**config.mk**
```make
export PLATFORM = sky130hd
export DESIGN_NAME = param_array_serializer_flat
export DESIGN_NICKNAME = d
export VERILOG_FILES = /design/src/rtl/param_array_pkg.sv /design/src/rtl/param_array_serializer_if.sv /design/src/rtl/param_array_serializer.sv /design/src/flat_wrapper.sv
export SDC_FILE = /design/constraint.sdc
export NUM_CORES = 1
export LEC_CHECK = 0
export ABC_AREA = 0
export CORE_UTILIZATION = 40
export DETAILED_ROUTE_END_ITERATION = 7
export HOLD_SLACK_MARGIN = 0.06
export PLACE_DENSITY = 0.66
export RECOVER_POWER = 50
export SLEW_MARGIN = 20
export SYNTH_ARGS = -nofsm -noshare
export SYNTH_HDL_FRONTEND = slang
export SYNTH_SLANG_ARGS = --single-unit
```
**constraint.sdc**
```tcl
create_clock -name clk -period 3.8 [get_ports clk]
set_clock_uncertainty 0.2 [all_clocks]
set_input_delay 0.76 -clock clk [delete_from_list [all_inputs] [get_ports clk]]
set_output_delay 0.76 -clock clk [all_outputs]
set_load 0.02 [all_outputs]
```
**src/rtl/param_array_pkg.sv**
```systemverilog
// ============================================================================
//  Module      : param_array_pkg
//  Description : Shared constants, lane type and FSM state encoding for the
//                parameterized unpacked-array serializer.
//  Revision    : 1.0 - initial release
// ============================================================================
`default_nettype none

package param_array_pkg;

    // Default lane count of the input array
    localparam int TEST_DEFAULT = 6;

    // Lane type for the default configuration (lane width is lane count + 2)
    typedef logic [TEST_DEFAULT+2-1:0] lane_t;

    // Serializer states
    typedef enum logic [0:0] {
        IDLE = 1'b0,
        SEND = 1'b1
    } state_t;

    // Width of a lane count 0..n
    function automatic int cnt_width(input int n);
        return $clog2(n + 1);
    endfunction

    // Width of a lane index 0..n-1
    function automatic int idx_width(input int n);
        return $clog2(n);
    endfunction

    localparam int CNT_W_DEFAULT = $clog2(TEST_DEFAULT + 1);
    localparam int IDX_W_DEFAULT = $clog2(TEST_DEFAULT);

endpackage

`default_nettype wire

```
**src/rtl/param_array_serializer_if.sv**
```systemverilog
// ============================================================================
//  Module      : param_array_serializer_if
//  Description : Array-in / lane-out handshake bundle. The master modport is
//                the upstream producer plus downstream sink; the slave
//                modport is the serializer itself.
//                Optional macro: PARAM_ARRAY_SER_PARITY_EN adds out_parity.
//  Revision    : 1.0 - initial release
// ============================================================================
`default_nettype none

interface param_array_serializer_if
    import param_array_pkg::*;
#(
    parameter int TEST = TEST_DEFAULT
) ();

    logic                         in_valid;
    logic                         in_ready;
    logic [TEST+2-1:0]            in_array [TEST];
    logic [cnt_width(TEST)-1:0]   in_count;

    logic                         out_valid;
    logic                         out_ready;
    logic [TEST+2-1:0]            out_data;
    logic [idx_width(TEST)-1:0]   out_index;
    logic                         out_last;
`ifdef PARAM_ARRAY_SER_PARITY_EN
    logic                         out_parity;
`endif

    modport master (
        output in_valid, in_array, in_count, out_ready,
`ifdef PARAM_ARRAY_SER_PARITY_EN
        input  out_parity,
`endif
        input  in_ready, out_valid, out_data, out_index, out_last
    );

    modport slave (
        input  in_valid, in_array, in_count, out_ready,
`ifdef PARAM_ARRAY_SER_PARITY_EN
        output out_parity,
`endif
        output in_ready, out_valid, out_data, out_index, out_last
    );

endinterface

`default_nettype wire

```
**src/rtl/param_array_serializer.sv**
```systemverilog
// ============================================================================
//  Module      : param_array_serializer
//  Description : Accepts a whole unpacked array of TEST lanes in one
//                handshake and emits lanes 0..C-1 one per beat, where
//                C = min(in_count, TEST). All out_* signals are registered;
//                only in_ready looks combinationally at out_ready so a new
//                frame can be taken on the last beat of the current one.
//                Optional macro: PARAM_ARRAY_SER_PARITY_EN adds a registered
//                even-parity bit alongside out_data.
//  Revision    : 1.0 - initial release
// ============================================================================
`default_nettype none

module param_array_serializer
    import param_array_pkg::*;
#(
    parameter int TEST = TEST_DEFAULT
) (
    input  wire logic                  clk,
    input  wire logic                  rst_n,
    param_array_serializer_if.slave    bus
);

    localparam int W     = TEST + 2;
    localparam int CNT_W = cnt_width(TEST);
    localparam int IDX_W = idx_width(TEST);
    localparam logic [CNT_W-1:0] CNT_MAX = CNT_W'(TEST);

    state_t             state_q, state_d;
    logic [W-1:0]       lanes_q [TEST];
    logic [W-1:0]       lanes_d [TEST];
    logic [CNT_W-1:0]   cnt_q, cnt_d;
    logic [IDX_W-1:0]   idx_q, idx_d;
    logic [W-1:0]       data_q, data_d;
    logic               last_q, last_d;

    logic [CNT_W-1:0]   w_eff_cnt;
    logic               w_in_ready;
    logic               w_load;
    logic [IDX_W-1:0]   w_next_idx;

    // Clamp the requested count (never wrap), and decide whether a frame is taken
    always_comb begin
        w_eff_cnt  = (bus.in_count > CNT_MAX) ? CNT_MAX : bus.in_count;
        w_in_ready = (state_q == IDLE) || (bus.out_ready && last_q);
        // A zero-length frame is still accepted, it simply loads nothing
        w_load     = bus.in_valid && w_in_ready && (w_eff_cnt != '0);
        w_next_idx = idx_q + IDX_W'(1);
    end

    // Next-state logic: load a new frame, advance one lane, or drop back to IDLE
    always_comb begin
        state_d = state_q;
        lanes_d = lanes_q;
        cnt_d   = cnt_q;
        idx_d   = idx_q;
        data_d  = data_q;
        last_d  = last_q;
        if (w_load) begin
            state_d = SEND;
            lanes_d = bus.in_array;
            cnt_d   = w_eff_cnt;
            idx_d   = '0;
            data_d  = bus.in_array[0];
            last_d  = (w_eff_cnt == CNT_W'(1));
        end else if ((state_q == SEND) && bus.out_ready) begin
            if (last_q) begin
                state_d = IDLE;
                idx_d   = '0;
                data_d  = '0;
                last_d  = 1'b0;
            end else begin
                idx_d   = w_next_idx;
                data_d  = lanes_q[w_next_idx];
                last_d  = ((CNT_W'(w_next_idx) + CNT_W'(1)) == cnt_q);
            end
        end
    end

    // State, captured lanes and registered output beat
    always_ff @(posedge clk or negedge rst_n) begin
        if (!rst_n) begin
            state_q <= IDLE;
            lanes_q <= '{default: '0};
            cnt_q   <= '0;
            idx_q   <= '0;
            data_q  <= '0;
            last_q  <= 1'b0;
        end else begin
            state_q <= state_d;
            lanes_q <= lanes_d;
            cnt_q   <= cnt_d;
            idx_q   <= idx_d;
            data_q  <= data_d;
            last_q  <= last_d;
        end
    end

`ifdef PARAM_ARRAY_SER_PARITY_EN
    logic parity_q;

    // Parity is registered from the same next value as out_data so they stay aligned
    always_ff @(posedge clk or negedge rst_n) begin
        if (!rst_n) begin
            parity_q <= 1'b0;
        end else begin
            parity_q <= ^data_d;
        end
    end

    assign bus.out_parity = parity_q;
`endif

    assign bus.in_ready  = w_in_ready;
    assign bus.out_valid = (state_q == SEND);
    assign bus.out_data  = data_q;
    assign bus.out_index = idx_q;
    assign bus.out_last  = last_q;

endmodule

`default_nettype wire

```
**src/flat_wrapper.sv**
```systemverilog
// flat-port wrapper written by rule: the top's interface ports become plain ports
module param_array_serializer_flat import param_array_pkg::*;
#(
    parameter int TEST = TEST_DEFAULT
)
  (clk, rst_n, bus_in_valid, bus_in_array, bus_in_count, bus_out_ready, bus_in_ready, bus_out_valid, bus_out_data, bus_out_index, bus_out_last);
  param_array_serializer_if #(.TEST(TEST)) bus_i ();
  input  wire logic clk;
  input  wire logic rst_n;
  input wire logic [$bits(bus_i.in_valid)-1:0] bus_in_valid;
  input wire logic [$bits(bus_i.in_array)-1:0] bus_in_array;
  input wire logic [$bits(bus_i.in_count)-1:0] bus_in_count;
  input wire logic [$bits(bus_i.out_ready)-1:0] bus_out_ready;
  output wire logic [$bits(bus_i.in_ready)-1:0] bus_in_ready;
  output wire logic [$bits(bus_i.out_valid)-1:0] bus_out_valid;
  output wire logic [$bits(bus_i.out_data)-1:0] bus_out_data;
  output wire logic [$bits(bus_i.out_index)-1:0] bus_out_index;
  output wire logic [$bits(bus_i.out_last)-1:0] bus_out_last;
  assign bus_i.in_valid = bus_in_valid;
  assign bus_i.in_array = {>>{bus_in_array}};
  assign bus_i.in_count = bus_in_count;
  assign bus_i.out_ready = bus_out_ready;
  assign bus_in_ready = bus_i.in_ready;
  assign bus_out_valid = bus_i.out_valid;
  assign bus_out_data = bus_i.out_data;
  assign bus_out_index = bus_i.out_index;
  assign bus_out_last = bus_i.out_last;
  param_array_serializer #(.TEST(TEST)) u_core (.clk(clk), .rst_n(rst_n), .bus(bus_i));
endmodule
```
==> impl_results.md, run 1 <==
- # DRC: 0
- Final ANT Viol Nets: 0
- M1 wire length: 3090 um
- Slew at the pin with the worst max-slew slack: 2.06 ns
- Hold/Removal Path Class: reg -> reg
- Vias: 2233
- Final setup vio count: 0
- DR pass1 iterations: 4
- Initial Utilization: 42.2%
- Crit Path Class: in -> reg
- Crit. Startpoint: bus_in_count[1]
- Final Hold Fails: 0
- Hold path startpoint: u_core.lanes_q[44]
- DR iter-0 viols: 133
- Worst Path Max Fanout: 28
- Synth Cell Area: 2920 um^2
- Clock buffer depth: 2
- CP Launch Type: primary input
- Fin crit share: 79.6%
- PortBufs: 68
- Power per Cell Area: 802 nW/um^2
- Top cells by area, synth: dfrtp_1 (55%), nand2_1 (21%), mux4_2 (5.4%)
- WL met2: 2850 um
- Fill count: 645
- Synth top area share: 54.9%
- Warnings, synthesis: 0
- Largest family of logic cells by synthesized area: simple AND/OR/NAND/NOR gates
- Die Span Y: 87.4 um
- Routed WL: 6360 um
- Sequential fraction of the synthesis area: 54.9%
- Final setup margin: 0.775 ns
- CP endpoint: u_core.bus.out_data[5]
- TritonCTS clock tree: built
- Area after DPL: 3670 um^2
- RR Endpoint: u_core.bus.out_data[7]
- Uppermost routed layer: met4
- Most frequent cells in the layout: nand2_1 (161), clkdlybuf4s50_1 (66), dfrtp_1 (64), clkbuf_8 (10), mux2i_1 (9)
- CP max-delay cell: and2_0
- Worst r2r src: u_core.bus.out_index[0]
- Horiz. Die Dim: 87.4 um
- Simple-gate share of the synthesized area: 22.6%
- Avg Cell Area, Syn: 9.76 um^2
- DP Worst Slack: 0.717 ns
- EDFF count, synth: 0
- Vias in the first global route: 2198
- Adder-Cell Fraction of Synth Area: 0.858%
- Latest clock arrival within the worst-skew pair: 0.34 ns
- Hpwl dp: 4370 um
- Core area: 6910 um^2
- Mux share of post-synthesis cell area: 9.82%
- IO Count: 69
- Post-CTS Hold Buffers: 0
- Final min period: 3.03 ns
- Slew Viols, Final: 40
- Top delay family on crit path: simple AND/OR/NAND/NOR gates
- Stages on worst setup path: 6
- Area delta synth->final: 34.3%
- Vias per cell: 4.77
- Gpl congestion: 0.753
- Worst path max stage delay: 1.05 ns
- Most common cell after layout, fill and taps aside: nand2_1
- Critical Path AT: 3.09 ns
- Power, Total: 0.00314 W
- Remaining Overflow, GRT: 0
- Post-CTS Setup Inserts: 0
- Hold WS: 0.273 ns
- Fmax: 331 MHz
- Synth unique cells: 33
- Bufs and invs on worst path: 2
- Post-synth top area cell: dfrtp_1
- Total die area: 7640 um^2
- Final #Nets: 424
- Ys flop type: dfrtp_1
- Post-Syn Nets: 356
- Root buffer cell: clkbuf_8
- Register-to-Register Path Depth: 5
- Async set-reset flop share out of synthesis: 100%
- Peak VDD IR: 0.287 mV
- Pin count of the biggest net entering global routing: 44
- Compound-Gate Fraction of Synth Area: 6.86%
- Total GRT Usage: 18.5%
- RSZ-0062 raised after global routing: false
- Htree depth: 3
- Design Area, Final: 3920 um^2
- Flop and latch count out of synthesis: 64
- Ant diodes: 0
- Crit-path cells: dlygate4sd3_1 -> o31a_1 -> and2_0 -> buf_12 -> a32oi_1 -> o211ai_1
- Leakage Power: 1.88 nW
- Post-CTS sizing: 0
- Clock slew at the register clock pins of the worst setup and hold paths: 0.07 ns
- WL/cell: 13.6 um
- Share of cells above drive strength 1: 7.80%
- Clock sink total: 64
- XOR/XNOR Fraction of Synth Area: 1.46%
- R2R Setup Slk: 1.30 ns
- Initial antenna violation count: 0
- Cts bufs inserted: 9
- Std-Cell Rows: 30
- Metal3 WL: 288 um
- Status: finished with violations
- Rel. slew slack: -37.6%
- Violated checks: max-capacitance violations, max-slew violations
- First-pass GRT wire length: 10500 um
- Setup_tns: 0 ns
- Maxcap violations: 1
- Post-Synthesis Cells: 299
- Req. time, crit path: 3.86 ns
- Crit end category: flop
[worst min path at each step]
stage / to / slack, ns / depth (start not counted)
6_report: u_core.lanes_q[44] / 0.27 / 2
5_1_grt: u_core.lanes_q[47] / 0.30 / 2
4_1_cts: u_core.lanes_q[44] / 0.28 / 2
3_5_place_dp: u_core.lanes_q[36] / 0.26 / 2
3_3_place_gp: u_core.lanes_q[44] / 0.25 / 2
2_1_floorplan: u_core.lanes_q[31] / 0.24 / 2
[worst register-to-register path: cells and delay by family, from the launching register on]
kind / cells / cell delay (ns)
AOI/OAI and AO/OA: 2 / 0.35
adders and majority gates: 1 / 0.62
DFF: 1 / 0.71
buffers and inverters: 1 / 0.10
muxes: 1 / 0.38
[registers in the layout (all words and copies together), names as in the netlist]
register / cells
u_core.bus.out_data: 8
u_core.bus.out_index: 3
u_core.bus.out_last: 1
u_core.bus.out_valid: 1
u_core.cnt_q: 3
u_core.lanes_q: 48
[synth_stat cells, types with 2 or more instances]
library cell  count
mux2i_1           8
buf_6             3
o211ai_1          8
dfrtp_1          64
nor2_1            2
mux4_2            7
nand2_1         161
xor2_1            2
ha_1              2
a32oi_1           8
buf_2            10
o21ai_0           3
[stage by stage]
step	cells	util [%]
after floorplan	299	-
after global placement	452	53.1
after detailed placement	452	53.1
after CTS	468	57.1
after global routing	468	56.7
final	468	56.7
[power breakdown]
| group | switching (W) | total, W | internal [W] | leakage, nW |
|---|---|---|---|---|
| logic | 0.000563 | 0.00113 | 0.000567 | 0.940 |
| registers | 0.000204 | 0.00121 | 0.00101 | 0.799 |
| clock network | 0.000273 | 0.000798 | 0.000525 | 0.137 |
[area by class of cell]
class / count / area [um^2] / share of cell area, %
Sequential cell: 64 / 1600 / 40.9
Clock buffer: 10 / 138 / 3.51
Timing Repair Buffer: 73 / 717 / 18.3
Tap cell: 96 / 120 / 3.07
Clock inverter: 6 / 138 / 3.51
Multi-Input combinational cell: 218 / 1200 / 30.7
Inverter: 1 / 3.75 / 0.0958
[cell families (layout without fill, tap and decap cells)]
kind of cell	count (synthesis)	after routing
AO/OA/AOI/OAI	25	25
multiplexers	17	17
XOR/XNOR	4	4
buffers and inverters	17	90
flip-flops	64	64
AND/OR/NAND/NOR	170	170
adder cells (fa/ha/maj)	2	2
[per-layer routing]
| metal | up-vias | track usage [%] |
|---|---|---|
| met2 | 56 | 27.6 |
| li1 | 1128 | - |
| met1 | 1039 | 25.2 |
| met4 | 0 | 8.05 |
| met3 | 10 | 5.31 |
| met5 | - | 0 |
Note: power is estimated with default switching activity, not from simulation.
==> inputs of run 2 (changes only) <==
Clock period 3.8 ns to 2.8 ns, I/O delays scaled along.
==> impl_results.md, run 2 (synthesis results as in run 1) <==
- Status: finished with violations
- Violated checks: max-capacitance violations, max-slew violations
- Clock buffer depth: 2
- Worst Path Max Fanout: 5
- First-pass GRT wire length: 10700 um
- Fmax: 391 MHz
- Crit end category: primary output
- Most frequent cells in the layout: nand2_1 (161), clkdlybuf4s50_1 (66), dfrtp_1 (64), clkbuf_8 (9)
- Crit Path Class: in -> out
- Peak VDD IR: 0.351 mV
- Design Area, Final: 3870 um^2
- CP endpoint: bus_in_ready
- Total die area: 7640 um^2
- Setup_tns: 0 ns
- Remaining Overflow, GRT: 0
- IO Count: 69
- Ant diodes: 0
- Grt met2 use: 28.3%
- Most common cell after layout, fill and taps aside: nand2_1
- Grt met3 use: 4.36%
- Final Hold Fails: 0
- Largest Register: u_core.lanes_q
- WL/cell: 14.1 um
- Die Span Y: 87.4 um
- Maxcap violations: 1
- R2R Setup Slk: 0.59 ns
- Clock slew at the register clock pins of the worst setup and hold paths: 0.07 ns
- Slew Viols, Final: 26
- Initial Utilization: 42.2%
- Final min period: 2.56 ns
- Clock sink total: 64
- Register-to-Register Path Depth: 5
- Initial antenna violation count: 0
- DR iter-0 viols: 135
- Gpl congestion: 0.720
- Vias: 2302
- PortBufs: 68
- # DRC: 0
- Vias per cell: 4.87
- Final ANT Viol Nets: 0
- Most Crowded Layer GR: met2
- Slew at the pin with the worst max-slew slack: 1.53 ns
- Rel. slew slack: -1.74%
- RSZ-0062 raised after global routing: false
- Share of cells above drive strength 1: 9.55%
- Core area: 6910 um^2
- Htree depth: 3
- Post-CTS Setup Inserts: 0
- Power per Cell Area: 1010 nW/um^2
- Largest register FFs: 48
- Hpwl dp: 4530 um
- Root buffer cell: clkbuf_8
- Latest clock arrival within the worst-skew pair: 0.34 ns
- Vias in the first global route: 2280
- Horiz. Die Dim: 87.4 um
- Final setup vio count: 0
- Leakage Power: 1.86 nW
- Final #Nets: 429
- Cts bufs inserted: 9
- Fin crit share: 91.4%
- TritonCTS clock tree: built
- Std-Cell Rows: 30
- Critical Path AT: 1.80 ns
- Total GRT Usage: 19.0%
- Worst r2r src: u_core.bus.out_index[0]
- DR pass1 iterations: 4
- Area delta synth->final: 32.7%
- Crit. Startpoint: bus_out_ready
- Fill count: 658
- Hold/Removal Path Class: reg -> reg
- Req. time, crit path: 2.04 ns
- CP Launch Type: primary input
- Met1 Track Usage GR: 26.7%
- Routed WL: 6650 um
- Pin count of the biggest net entering global routing: 42
- Area after DPL: 3710 um^2
- RR Endpoint: u_core.bus.out_data[0]
-- run 2: worst min-delay path by stage --
stage                                   from                endpoint  slack [ns]  cells after the start
final                      u_core.lanes_q[5]       u_core.lanes_q[5]        0.28                      2
after global routing       u_core.lanes_q[5]       u_core.lanes_q[5]        0.30                      2
after CTS                 u_core.lanes_q[43]      u_core.lanes_q[43]        0.28                      2
after detailed placement  u_core.lanes_q[43]      u_core.lanes_q[43]        0.26                      2
after global placement    u_core.lanes_q[44]      u_core.lanes_q[44]        0.25                      2
after floorplan                        rst_n  u_core.bus.out_data[0]        0.06                      0
-- run 2: area by class of cell --
cell class	count	area, um^2	area share [%]
repair buffers	78	777	20.1
well taps	96	120	3.10
clock buffers	10	128	3.30
flip-flops and latches	64	1600	41.4
clock inverters	6	36.3	0.937
multi-input cells	218	1210	31.1
inverters	1	3.75	0.0969
-- run 2: timing repair --
action	CTS	global route
gates resized for setup	0	0
hold endpoints to repair	25	0
hold buffers	1	0
-- run 2: layer usage --
layer | part of all wire (%) | wire (um) | vias to the layer above
li1 | - | - | 1134
met1 | 47 | 3150 | 1086
met2 | 44 | 2950 | 72
met3 | 6.6 | 441 | 10
met4 | 1.6 | 104 | 0
met5 | 0 | 0 | -
-- run 2: critical path, cell delays in order --
cell and delay (ns):
clkdlybuf4s50_1 0.47, a21bo_2 0.16, clkdlybuf4s50_1 0.60
-- run 2: per-stage QoR --
stage               hold WS, ns  total power (W)  instances  setup WS, ns  util [%]
floorplan                0.0644          0.00270        299         0.204         -
global placement          0.254          0.00321        456         0.241      53.7
detailed placement        0.261          0.00327        456         0.200      53.7
CTS                       0.279          0.00395        473         0.229      56.2
global route              0.296          0.00420        473         0.188      56.1
finish                    0.276          0.00392        473         0.240      56.1
-- run 2: where the power goes --
part / internal [W] / switching, W
clock network: 0.000316 / 0.000357
logic: 0.000805 / 0.000810
registers: 0.00137 / 0.000256
total: 0.00249 / 0.00142
==> variant 1 (settings of run 2) <==
The package constant `TEST_DEFAULT` goes from 6 to 3.
--- a/src/rtl/param_array_pkg.sv
+++ b/src/rtl/param_array_pkg.sv
@@ -11,3 +11,3 @@
     // Default lane count of the input array
-    localparam int TEST_DEFAULT = 6;
+    localparam int TEST_DEFAULT = 3;
 
Interface: changed (resized bus_in_array, bus_in_count, bus_out_data and bus_out_index); port bits go from 69 to 31. The function was not compared with the original's and may differ.
==> variant 1 against run 2 <==
  * First-iteration DRC count down 94%
  * Critical path type unchanged
  * Final area down 57%
  * Sequential power down 57%
  * Sequential cell count down 38
  * Worst setup slack worse by 34 ps
  * Power down 57%
  * Area after synthesis down 55%
  * Largest power group is now combinational logic
  * Wire length down 61%
==> variant 1: results (changes against run 2) <==
Hold path
  – Worst Hold Endpoint: u_core.lanes_q[14]$_DFFE_PN0P_
  – Hold depth: 1 (-1)
  – Hold wc startpoint: u_core.lanes_q[14]$_DFFE_PN0P_

Critical path
  – Worst-path fanout max: 2 (-3)
  – RR Startpoint: u_core.bus.out_valid$_DFFE_PN0P_
  – Reg2reg end: u_core.lanes_q[3]$_DFFE_PN0P_
  – Reg2Reg Setup Slack: 790 ps (+200 ps)

Clock network
  – Worst-skew pair later-pin latency: 320 ps (-20 ps)
  – Root buf cell: clkbuf_4
  – Clock-pin slew on the worst setup and hold paths: 120 ps (+50 ps)
  – CTS buffer count: 3 (-6)

Synthesis
  – Netlist cell types: 30 (-9.1%)
  – Synth top area cells: dfrtp_1, mux2_4, a22o_1
  – Post-Syn Instances: 102 (-66%)
  – Top post-synthesis cells by count: dfrtp_1, mux2_4, nor2_1

Detailed routing
  – DR iter-0 viols: 8 (-94%)

Layout
  – FF+latch area: 651 sq um (-59%)
  – Total Nets Final: 160 (-63%)
  – Layout cells sized above 1: 0.212 (+0.116)
  – Largest register FFs: 15 (-69%)

Status
  – Run status: completed

Placed design
  – Dpl hpwl: 1810 um (-60%)
  – Placed inst area: 0.00168 sq mm (-55%)
  – Dpl ws: 203 ps (+3.46 ps)

Global route
  – Vias in the first global route: 949 (-58%)
  – GRT Util Overall: 0.173 (-0.0167)
  – Largest net degree at the start of global routing: 27 (-36%)

Timing
  – Hold Slack: 321 ps (+45.5 ps)
  – Slew headroom: 0.0890 (+0.106)

Power and ir drop
  – VDD IR max: 466 uV (+33%)
## variant 1: cell count changes after synthesis, moves of 3 or more
cell,change
nand2_1,-154
mux4_2,-7
nor3_1,+4
mux2_4,+13
a22o_1,+6
a32oi_1,-7
buf_2,-9
nor2_1,+6
mux2_2,+3
dfrtp_1,-38
o211ai_1,-7
mux2i_1,-6
## variant 1: logic make-up (layout without fill, tap and decap cells)
logic type,Yosys count,count (layout),synth area share
AO/OA/AOI/OAI,20,20,0.138
flip-flops,26,26,0.495
adder cells (fa/ha/maj),1,1,0.00762
buffers and inverters,6,41,0.0352
AND/OR/NAND/NOR,27,27,0.104
XOR/XNOR,2,2,0.0133
multiplexers,20,20,0.207
## variant 1: routing by layer
metal,track usage,share of wire
met4,0.0476,0.0061
met3,0.0568,0.046
met5,0,0
met1,0.231,0.47
met2,0.268,0.48
## variant 1: worst max path at each step
stage | startpoint | to | slack (ps) | cells past startpoint
floorplan | u_core.bus.out_valid$_DFFE_PN0P_ | bus_in_ready | 1040 | 2
global placement | bus_out_ready | bus_in_ready | 210 | 4
detailed placement | bus_out_ready | bus_in_ready | 200 | 4
CTS | bus_out_ready | bus_in_ready | 200 | 4
global route | bus_in_count[0] | u_core.lanes_q[3]$_DFFE_PN0P_ | 80 | 5
finish | bus_out_ready | bus_in_ready | 210 | 4
## variant 1: layout make-up
| type | instances | share of cell area |
|---|---|---|
| flip-flops and latches | 26 | 0.388 |
| inverters | 2 | 0.00448 |
| well taps | 44 | 0.0328 |
| repair buffers | 36 | 0.200 |
| clock buffers | 3 | 0.0134 |
| multi-input cells | 70 | 0.361 |
## variant 1: report_power, final
part | internal [mW] | switching (mW) | total, mW
clock | 0.0505 | 0.104 | 0.154
combinational | 0.483 | 0.331 | 0.814
sequential | 0.555 | 0.150 | 0.705
==> variant 2 (config.mk and constraints of run 2) <==
Without the edit above. `data_q` no longer has a reset.
--- a/src/rtl/param_array_serializer.sv
+++ b/src/rtl/param_array_serializer.sv
@@ -86,3 +86,2 @@
             idx_q   <= '0;
-            data_q  <= '0;
             last_q  <= 1'b0;
@@ -93,5 +92,8 @@
             idx_q   <= idx_d;
-            data_q  <= data_d;
             last_q  <= last_d;
         end
+    end
+
+    always_ff @(posedge clk) begin
+        data_q <= data_d;
     end
Check against the original RTL: not equivalent (Yosys sat finds a counterexample within 4 cycles, from zero or initial values and one cycle with rst_n low).
==> variant 2 against run 2 <==
  * Count of clock-buffer cells in the layout is the same
  * Largest power group is now combinational logic
  * Sequential cell count unchanged
  * Power rose by 7.2%
  * Largest cell class unchanged
  * Final area increased by 2.7%
  * Area after synthesis up 1.1%
  * Global-route usage up 0.48 points
  * Wire length grew 1.5%
  * Worst setup slack got worse by 42 ps
  * Highest routed layer unchanged
  * Combinational power grew 6%
  * First-iteration DRC count fell by 14%
  * The run still ends with max-capacitance violations, max-slew violations left
  * Final cell count up 4.2%
==> variant 2: results (changes against run 2) <==
Critical path
  – Reg2reg end: u_core.bus.out_data[3]$_DFFE_PP_
  – Reg2Reg Depth: 6 (+1)
  – CP delay by family, top: buffers and inverters
  – Slowest-stage cell, CP: clkdlybuf4s50_1
  – RR Startpoint: u_core.bus.out_index[0]$_DFFE_PN0P_
  – Worst setup path endpoint: bus_in_ready
  – Max incr delay on CP: 620 ps (+20 ps)
  – Critical path launch point: bus_out_ready
  – Reg2Reg Setup Slack: 510 ps (-80 ps)

Power and ir drop
  – VDD IR max: 369 uV (+5.1%)
  – P_sw: 1.46 mW (+2.3%)
  – Leakage power: 1.91 nW (+2.9%)

Timing
  – Hold Slack: 271 ps (-5.08 ps)
  – Slew headroom: -0.0109 (+0.00654)
  – Final Hold Vio Count: 0 (unchanged)
  – Crit share post-route: 0.929 (+0.0150)
  – Max Slew Vio Count: 28 (+7.7%)

Flow run
  – Max-cap violations: 1 (unchanged)

Detailed routing
  – DR iter-0 viols: 116 (-14%)
  – WL final: 6750 um (+1.5%)
  – Vias per Instance: 4.79 (-1.6%)

Synthesis
  – Post-Syn Instances: 315 (+5.4%)
  – Top post-synthesis cells by count: nand2_1, dfrtp_1, buf_2, nand3_1
  – Post-Syn Nets: 372 (+4.5%)
  – Share of flip-flops with an asynchronous set or reset: 0.875 (-0.125)
  – Netlist cell types: 30 (-9.1%)
  – Synth top area cells: dfrtp_1, nand2_1, edfxtp_1
  – Post-synth EDFFs: 8 (+8)
  – Ys Warns: 0 (unchanged)
  – Seq/Total Area, Yosys: 0.556 (+0.00752)

Placed design
  – Routability cong.: 0.789 (+9.5%)
  – Dpl ws: 161 ps (-38.5 ps)
  – Port Buffer Count: 68 (unchanged)
  – Dpl hpwl: 4720 um (+4.1%)
  – Placed cells: 477 (+4.6%)
  – Placed inst area: 0.00379 sq mm (+2.2%)

Clock network
  – Clock-pin slew on the worst setup and hold paths: 70 ps (about the same)
  – Htree depth: 3 (unchanged)
  – CTS buffer count: 9 (unchanged)
  – Maximum clock path buffer count: 2 (unchanged)
  – Worst-skew pair later-pin latency: 330 ps
  – CTS resizes: 0 (unchanged)
  – Number of setup buffers added after CTS: 0 (unchanged)
  – Root buf cell: clkbuf_8

Status
  – Run status: finished, violations left
  – Failing checks: max-capacitance violations, max-slew violations

Layout
  – Total Nets Final: 449 (+4.7%)
  – Non-Filler Instances: 493 (+4.2%)
  – Ant. Diodes: 0 (unchanged)
  – Layout cells sized above 1: 0.113 (+0.0179)

Global route
  – Initial antenna violation count: 0 (unchanged)
  – Vias in the first global route: 2,344 (+2.8%)
  – First-pass GRT wire length: 11,200 um (+3.9%)
  – Largest net degree at the start of global routing: 31 (-26%)
  – GRT Util Overall: 0.194 (+0.00482)

Hold path
  – Worst Hold Endpoint: u_core.lanes_q[11]$_DFFE_PN0P_
  – Hold depth: 2 (unchanged)
  – Hold wc startpoint: u_core.lanes_q[11]$_DFFE_PN0P_
==> variant 2: cell types whose count changed after synthesis, moves of 3 or more <==
cell,change
nand2_1,+14
a32oi_1,-8
dfrtp_1,-8
edfxtp_1,+8
mux2_2,+8
nand3_1,+8
mux2i_1,-7
o211ai_1,-7
inv_1,+4
buf_1,+3
buf_6,-3
xnor2_1,+3
==> variant 2: power by group through the flow <==
| stage | clock network (mW) | registers, mW | logic (mW) |
|---|---|---|---|
| floorplan | 0 | 1.71 | 1.10 |
| global placement | 0 | 1.66 | 1.73 |
| detailed placement | 0 | 1.67 | 1.75 |
| CTS | 0.867 | 1.66 | 1.76 |
| global route | 0.909 | 1.71 | 1.91 |
| finish | 0.850 | 1.65 | 1.70 |
==> variant 2: cells by family (layout without fill, tap and decap cells) <==
family | count (synthesis) | in the layout | synth area share
AO/OA/AOI/OAI | 15 | 15 | 0.0416
XOR/XNOR | 4 | 4 | 0.0119
adder cells (fa/ha/maj) | 2 | 2 | 0.00848
buffers and inverters | 20 | 102 | 0.0293
flip-flops | 64 | 64 | 0.556
multiplexers | 17 | 17 | 0.0950
AND/OR/NAND/NOR | 193 | 193 | 0.257
==> variant 2: layout make-up <==
| cell class | instances | area, sq um |
|---|---|---|
| tap | 96 | 120 |
| inverter | 5 | 18.8 |
| multi-input combinational | 231 | 1220 |
| clock inverter | 6 | 83.8 |
| clock buffer | 10 | 128 |
| fill | 604 | 2970 |
| timing repair buffer | 81 | 762 |
| sequential | 64 | 1640 |
==> variant 2: routing by layer <==
layer / wire (um) / track usage / share of wire
met1: 3110 / 0.255 / 0.46
met2: 3310 / 0.318 / 0.49
met3: 268 / 0.0415 / 0.040
met4: 53 / 0.0715 / 0.0079
met5: 0 / 0 / 0
